### src/rtl/const_step_sequencer.sv
// ============================================================================
// Module   : const_step_sequencer
// Purpose  : Steps through a programmable table of constants, one per step,
//            with a per-step dwell time. One-shot or looping runs, start/stop.
// Option   : CONST_STEP_SEQ_PARITY_EN adds the registered out_parity output.
// Revision : 1.0 - initial release
// ============================================================================
`default_nettype none

module const_step_sequencer #(
    parameter int DATA_W    = 32,
    parameter int NUM_STEPS = 8,
    parameter int DWELL_W   = 4,
    parameter int STATE_W   = 8
) (
    input  logic                         clk,
    input  logic                         reset,
    input  logic                         cfg_we,
    input  logic [$clog2(NUM_STEPS)-1:0] cfg_addr,
    input  logic [DATA_W-1:0]            cfg_data,
    input  logic [DWELL_W-1:0]           cfg_dwell,
    input  logic                         start,
    input  logic                         stop,
    input  logic                         loop_mode,
    output logic [DATA_W-1:0]            out_data,
    output logic                         out_flag,
    output logic [$clog2(NUM_STEPS)-1:0] step_idx,
    output logic                         busy,
    output logic                         done
`ifdef CONST_STEP_SEQ_PARITY_EN
    ,
    output logic                         out_parity
`endif
);

    localparam int IDX_W = $clog2(NUM_STEPS);
    localparam int TBL_D = 1 << IDX_W;
    localparam logic [IDX_W-1:0] LAST_IDX = IDX_W'(NUM_STEPS - 1);

    typedef enum logic [STATE_W-1:0] {
        S_INIT = STATE_W'(0),
        S_IDLE = STATE_W'(1),
        S_RUN  = STATE_W'(2),
        S_DONE = STATE_W'(3)
    } state_t;

    state_t              fsm_state;
    logic [DATA_W-1:0]   const_tbl [TBL_D];
    logic [DWELL_W-1:0]  dwell_tbl [TBL_D];
    logic [DWELL_W-1:0]  dwell_cnt;
    logic [IDX_W-1:0]    next_idx;

    // Wrap target is only taken when loop_mode allows it at the last step.
    always_comb begin
        next_idx = (step_idx == LAST_IDX) ? '0 : step_idx + 1'b1;
    end

    // Table storage; reads on the write edge see the previous contents.
    always_ff @(posedge clk or posedge reset) begin
        if (reset) begin
            for (int i = 0; i < TBL_D; i++) begin
                const_tbl[i] <= '0;
                dwell_tbl[i] <= '0;
            end
        end else if (cfg_we && (fsm_state != S_INIT)) begin
            const_tbl[cfg_addr] <= cfg_data;
            dwell_tbl[cfg_addr] <= cfg_dwell;
        end
    end

    always_ff @(posedge clk or posedge reset) begin
        if (reset) begin
            fsm_state  <= S_INIT;
            out_data   <= '0;
            out_flag   <= 1'b0;
            step_idx   <= '0;
            busy       <= 1'b0;
            done       <= 1'b0;
            dwell_cnt  <= '0;
`ifdef CONST_STEP_SEQ_PARITY_EN
            out_parity <= 1'b0;
`endif
        end else begin
            case (fsm_state)
                S_INIT: begin
                    fsm_state <= S_IDLE;
                end
                S_IDLE, S_DONE: begin
                    if (start && !stop) begin
                        fsm_state  <= S_RUN;
                        step_idx   <= '0;
                        out_data   <= const_tbl[0];
                        out_flag   <= (const_tbl[0] != '0);
                        dwell_cnt  <= dwell_tbl[0];
                        busy       <= 1'b1;
                        done       <= 1'b0;
`ifdef CONST_STEP_SEQ_PARITY_EN
                        out_parity <= ^const_tbl[0];
`endif
                    end else if (stop) begin
                        fsm_state  <= S_IDLE;
                        done       <= 1'b0;
                        out_data   <= '0;
                        out_flag   <= 1'b0;
`ifdef CONST_STEP_SEQ_PARITY_EN
                        out_parity <= 1'b0;
`endif
                    end
                end
                S_RUN: begin
                    if (stop) begin
                        fsm_state  <= S_IDLE;
                        out_data   <= '0;
                        out_flag   <= 1'b0;
                        busy       <= 1'b0;
`ifdef CONST_STEP_SEQ_PARITY_EN
                        out_parity <= 1'b0;
`endif
                    end else if (dwell_cnt != '0) begin
                        dwell_cnt <= dwell_cnt - 1'b1;
                    end else if ((step_idx != LAST_IDX) || loop_mode) begin
                        step_idx   <= next_idx;
                        out_data   <= const_tbl[next_idx];
                        out_flag   <= (const_tbl[next_idx] != '0);
                        dwell_cnt  <= dwell_tbl[next_idx];
`ifdef CONST_STEP_SEQ_PARITY_EN
                        out_parity <= ^const_tbl[next_idx];
`endif
                    end else begin
                        fsm_state <= S_DONE;
                        busy      <= 1'b0;
                        done      <= 1'b1;
                    end
                end
                default: begin
                    fsm_state  <= S_INIT;
                    out_data   <= '0;
                    out_flag   <= 1'b0;
                    busy       <= 1'b0;
                    done       <= 1'b0;
`ifdef CONST_STEP_SEQ_PARITY_EN
                    out_parity <= 1'b0;
`endif
                end
            endcase
        end
    end

endmodule

`default_nettype wire

### config.mk
export PLATFORM = sky130hd
export DESIGN_NAME = const_step_sequencer
export DESIGN_NICKNAME = d
export VERILOG_FILES = /design/src/rtl/const_step_sequencer.sv
export SDC_FILE = /design/constraint.sdc
export NUM_CORES = 1
export LEC_CHECK = 0
export BUFFER_PORTS_ARGS = -buffer_cell sky130_fd_sc_hd__buf_4
export CAP_MARGIN = 30
export CELL_PAD_IN_SITES_DETAIL_PLACEMENT = 1
export CELL_PAD_IN_SITES_GLOBAL_PLACEMENT = 1
export CORE_UTILIZATION = 35
export DETAILED_ROUTE_END_ITERATION = 8
export PLACE_DENSITY = 0.59
export SLEW_MARGIN = 20
export SYNTH_ARGS = -nofsm -noshare
export SYNTH_HDL_FRONTEND = slang
export SYNTH_SLANG_ARGS = --single-unit
### constraint.sdc
create_clock -name clk -period 13 [get_ports clk]
set_clock_uncertainty 0.1 [all_clocks]
set_input_delay 0.65 -clock clk [delete_from_list [all_inputs] [get_ports clk]]
set_output_delay 0.65 -clock clk [all_outputs]
set_load 0.005 [all_outputs]
==> run summary <==
After layout, the minimum clock period comes to 4.648 ns. The floorplan has 76 rows. The sum of routed wire length over all layers came out at 42370 um. The startpoint of the lowest-slack register-to-register path is step_idx[0]$_DFFE_PP0P_. The area growth from synthesis to layout is 17.01%. The tools report the post-route core utilization as 0.4146.

Measured in cells, the most critical reg-to-reg path has a length of 9. The synthesized netlist net count was 1220; the number of buffers added by the clock tree synthesis step was 39. The insertion delay of the later-clocked pin in the worst-skew pair was 0.56 ns. The final hold slack is 0.06166 ns, and the area fraction of the dominant cell type after synthesis is 0.5455.

83 I/O pins were placed. For this run, the top clock speed supported by timing is 215.2 MHz. The most common cell in the synthesized netlist was sky130_fd_sc_hd__dfrtp_1. In this run the worst hold path is classified as in -> async. The post-route standard cell area excluding fillers was 17820 um2. On the critical path the largest part of the delay comes from adder cells.

In this run the static leakage power is 7.234 nW. The overall global routing resource usage was 0.1990. The run gives 1 as the initial antenna violation count. For the count of clock tree sinks, the log shows 332. The endpoint identified for the worst register-to-register timing path is out_flag$_DFFE_PP0P_.

The total DRC errors in the routed layout was 0; the proportion of register bits with asynchronous set or reset after synthesis was 1.000. The post-detailed-placement cell area was 16490 um2. The run gives 0.3543 as the initial core utilization. The critical path start-end classification is reg -> reg. Summing all multi-input logic gate instances after layout gives 6601 um2. The post-detailed-route count of antenna-violating nets was 0; the full die area was 44350 um2. Across all register-to-register paths, the minimum setup slack is 8.35 ns. The global-route wire length before repair is 66840 um. Once detailed placement completed, the half-perimeter wirelength came to 24510 um. The sequential share of the synthesized area was 0.5455. The required arrival time at the worst endpoint came out at 13.35 ns. The total count of hold-check failures in the final report came out at 0.

The clock transition at the register clock pins on the worst setup and hold paths after CTS was 0.06 ns; the count of port buffers added during placement was 82. At the worst endpoint, the arrival time is 4.99 ns. Setup repair after global routing left no endpoint under its margin.

The signal on the critical path passes through ha_1 -> ha_4 -> buf_4 -> mux2_2 -> a211oi_1 -> nand4_1 -> nor4_1 -> a21oi_1 -> o22a_1. The y dimension of the die was 210.6 um. The tools report the total area of sequential cells as 8308 um2. The number of warnings printed during yosys synthesis was 0; the part of the power in combinational logic was 0.183. Net switching power: 0.8533 mW.

The number of hold buffers added after CTS was 0. The via count of the first global-routing pass is 10499, and the worst voltage drop across the vdd grid is 0.08777 mV. In the final design database the tool counted 1290 nets. Setup violations remaining at the end of the flow were counted as 0.

Summing every instance area after synthesis gives 15230 um2. Transition time of the tightest slew-check pin: 0.9935 ns. The root buffer cell chosen for the clock tree is sky130_fd_sc_hd__clkbuf_16.

In the final timing run, aggregate negative setup slack is 0 ns. For this block, the via count after detailed routing is 9794. In this run the standard cell core region covers 42980 um2.

Post-layout instance count excluding filler cells: 1855. TritonCTS built the clock tree. In the final routed layout, each cell accounts on average for 22.84 um. The count of inserted antenna diode cells came out at 0. Synthesis handed over a netlist of 1172 instances. Routability-driven placement finished with a final weighted congestion of 0.7360. The power share of the clock group was 0.365.

The total overflow reported by the global router is 0, and the fraction of final layout cells sized beyond drive strength 1 is 0.3890. After detailed routing, the number of vias per cell comes to 5.280. Sorting the synthesized cells by area gives the leading types as sky130_fd_sc_hd__dfrtp_1 55%, sky130_fd_sc_hd__mux2_2 23%, sky130_fd_sc_hd__mux2i_1 6.5%.

The slack of the critical path came out at 8.352 ns. The flow ran to the end, and the final reports show no timing, DRC or antenna violations. The count of TritonRoute iterations in the first routing pass was 4; the number of distinct library cells after synthesis was 45.

The tools report the number of resized instances in the post-cts repair step as 0. The final worst-path cycle share came out at 0.3575. The run gives 0.452 as the proportion of power drawn by flip-flops and latches.

The run gives 3 as the maximum buffer depth of the clock tree. Among all flip-flop cells after synthesis, the most frequent one is sky130_fd_sc_hd__dfrtp_1. Summing internal, switching and leakage power gives 3.141 mW. The master of the slowest instance on the critical path was sky130_fd_sc_hd__ha_4. STA classifies the critical path endpoint as a flop.

The synthesized design contains 0 enable-type register cells. The die outline width works out to 210.6 um. The run gives 1786 as the cell count after placement. The critical path buffer and inverter count is 1, and the count of maximum capacitance violations is 0. The run gives 0 as the setup fix buffers added after clock tree synthesis.

The maximum number of pins on one net before global-route repair is 171. The tools report the number of H-tree levels as 2. The average footprint of a synthesized cell was 12.99 um2; the number of synthesized register bits was 332.

Dividing total power by cell area gives a power density of 176.3 nW/um2. For the internal power of the cells, the log shows 2.288 mW. OpenSTA, run right after detailed placement, puts the worst setup slack at 8.279 ns. The number of DRC markers in iteration 0 was 397; the final count of pins violating max slew was 0. STA classifies the critical path startpoint as a flop. Ranked by instance count, the synthesized netlist is headed by 332 x sky130_fd_sc_hd__dfrtp_1, 310 x sky130_fd_sc_hd__mux2_2, 107 x sky130_fd_sc_hd__nor2_1, 99 x sky130_fd_sc_hd__mux2i_1, 73 x sky130_fd_sc_hd__a21oi_1. After filler insertion, the fill cell instance count of the layout stands at 4480.

The largest incremental delay on the critical path is 0.78 ns, and the relative max-transition margin is 0.3377. The switching portion of total power works out to 0.2716. The largest fanout of any net on the critical path was 45.

The biggest area contributor in the post-synthesis netlist is sky130_fd_sc_hd__dfrtp_1.
==> state kept, by name, indices dropped and copies added (netlist names) <==
| register | flops |
|---|---|
| done | 1 |
| const_tbl | 256 |
| fsm_state | 2 |
| out_data | 32 |
| dwell_cnt | 4 |
| out_flag | 1 |
| busy | 1 |
| step_idx | 3 |
| dwell_tbl | 32 |
==> metal layers <==
| layer | track usage | up-vias | share of wire |
|---|---|---|---|
| met4 | 0.05322 | 2 | 0.019 |
| met5 | 0 | - | 0.00040 |
| met1 | 0.2857 | 5182 | 0.48 |
| met2 | 0.3107 | 152 | 0.46 |
| li1 | - | 4404 | - |
| met3 | 0.03263 | 54 | 0.040 |
==> logic make-up (layout without fill, tap and decap cells) <==
kind of cell    Yosys count  after routing  share of synthesized area
mux                     427            427                     0.3120
flops                   332            332                     0.5455
compound gates          164            164                    0.06482
simple gates            166            166                    0.04954
buf+inv                  80            178                    0.02563
fa+ha+maj                 3              3                   0.002465
==> placed cells by master, fill, tap and decap left out, types with 11 or more instances in the layout <==
master / Yosys / final
sky130_fd_sc_hd__a211oi_1: 31 / 31
sky130_fd_sc_hd__a21oi_1: 73 / 73
sky130_fd_sc_hd__buf_4: 6 / 99
sky130_fd_sc_hd__clkbuf_16: 0 / 40
sky130_fd_sc_hd__dfrtp_1: 332 / 332
sky130_fd_sc_hd__mux2_1: 12 / 12
sky130_fd_sc_hd__mux2_2: 310 / 310
sky130_fd_sc_hd__mux2i_1: 99 / 99
sky130_fd_sc_hd__nor2_1: 107 / 103
sky130_fd_sc_hd__o21ai_0: 11 / 11
sky130_fd_sc_hd__o22ai_1: 33 / 33
==> final cells by class <==
type,instances,area share
Inverter,7,0.001896
Clock inverter,12,0.01123
Tap cell,585,0.04107
Multi-Input combinational cell,760,0.3704
Timing Repair Buffer,102,0.04550
Sequential cell,332,0.4662
Clock buffer,57,0.06368
==> power groups by stage <==
| stage | Clock, mW | Sequential (mW) | Combinational [mW] |
|---|---|---|---|
| 4_1_cts | 1.18 | 1.42 | 0.586 |
| 5_1_grt | 1.22 | 1.46 | 0.634 |
| 3_3_place_gp | 0 | 1.43 | 0.563 |
| 3_5_place_dp | 0 | 1.44 | 0.583 |
| 6_report | 1.15 | 1.42 | 0.575 |
| 2_1_floorplan | 0 | 1.39 | 0.416 |
==> how the worst max path moves through the flow <==
stage,startpoint,to,slack (ns),cells after the start
2_1_floorplan,reset,busy$_DFFE_PP0P_,3.05,1
6_report,step_idx[0]$_DFFE_PP0P_,out_flag$_DFFE_PP0P_,8.35,9
5_1_grt,step_idx[0]$_DFFE_PP0P_,out_flag$_DFFE_PP0P_,8.13,9
4_1_cts,step_idx[0]$_DFFE_PP0P_,out_flag$_DFFE_PP0P_,8.30,9
3_3_place_gp,step_idx[0]$_DFFE_PP0P_,out_flag$_DFFE_PP0P_,8.22,9
3_5_place_dp,step_idx[0]$_DFFE_PP0P_,out_flag$_DFFE_PP0P_,8.28,9
==> worst register-to-register path: stages, from the launching register on <==
cell,delay (ns)
sky130_fd_sc_hd__dfrtp_1,0.59
sky130_fd_sc_hd__ha_1,0.34
sky130_fd_sc_hd__ha_4,0.78
sky130_fd_sc_hd__buf_4,0.77
sky130_fd_sc_hd__mux2_2,0.42
sky130_fd_sc_hd__a211oi_1,0.74
sky130_fd_sc_hd__nand4_1,0.26
sky130_fd_sc_hd__nor4_1,0.24
sky130_fd_sc_hd__a21oi_1,0.10
sky130_fd_sc_hd__o22a_1,0.20
(Power assumes the default switching activity.)
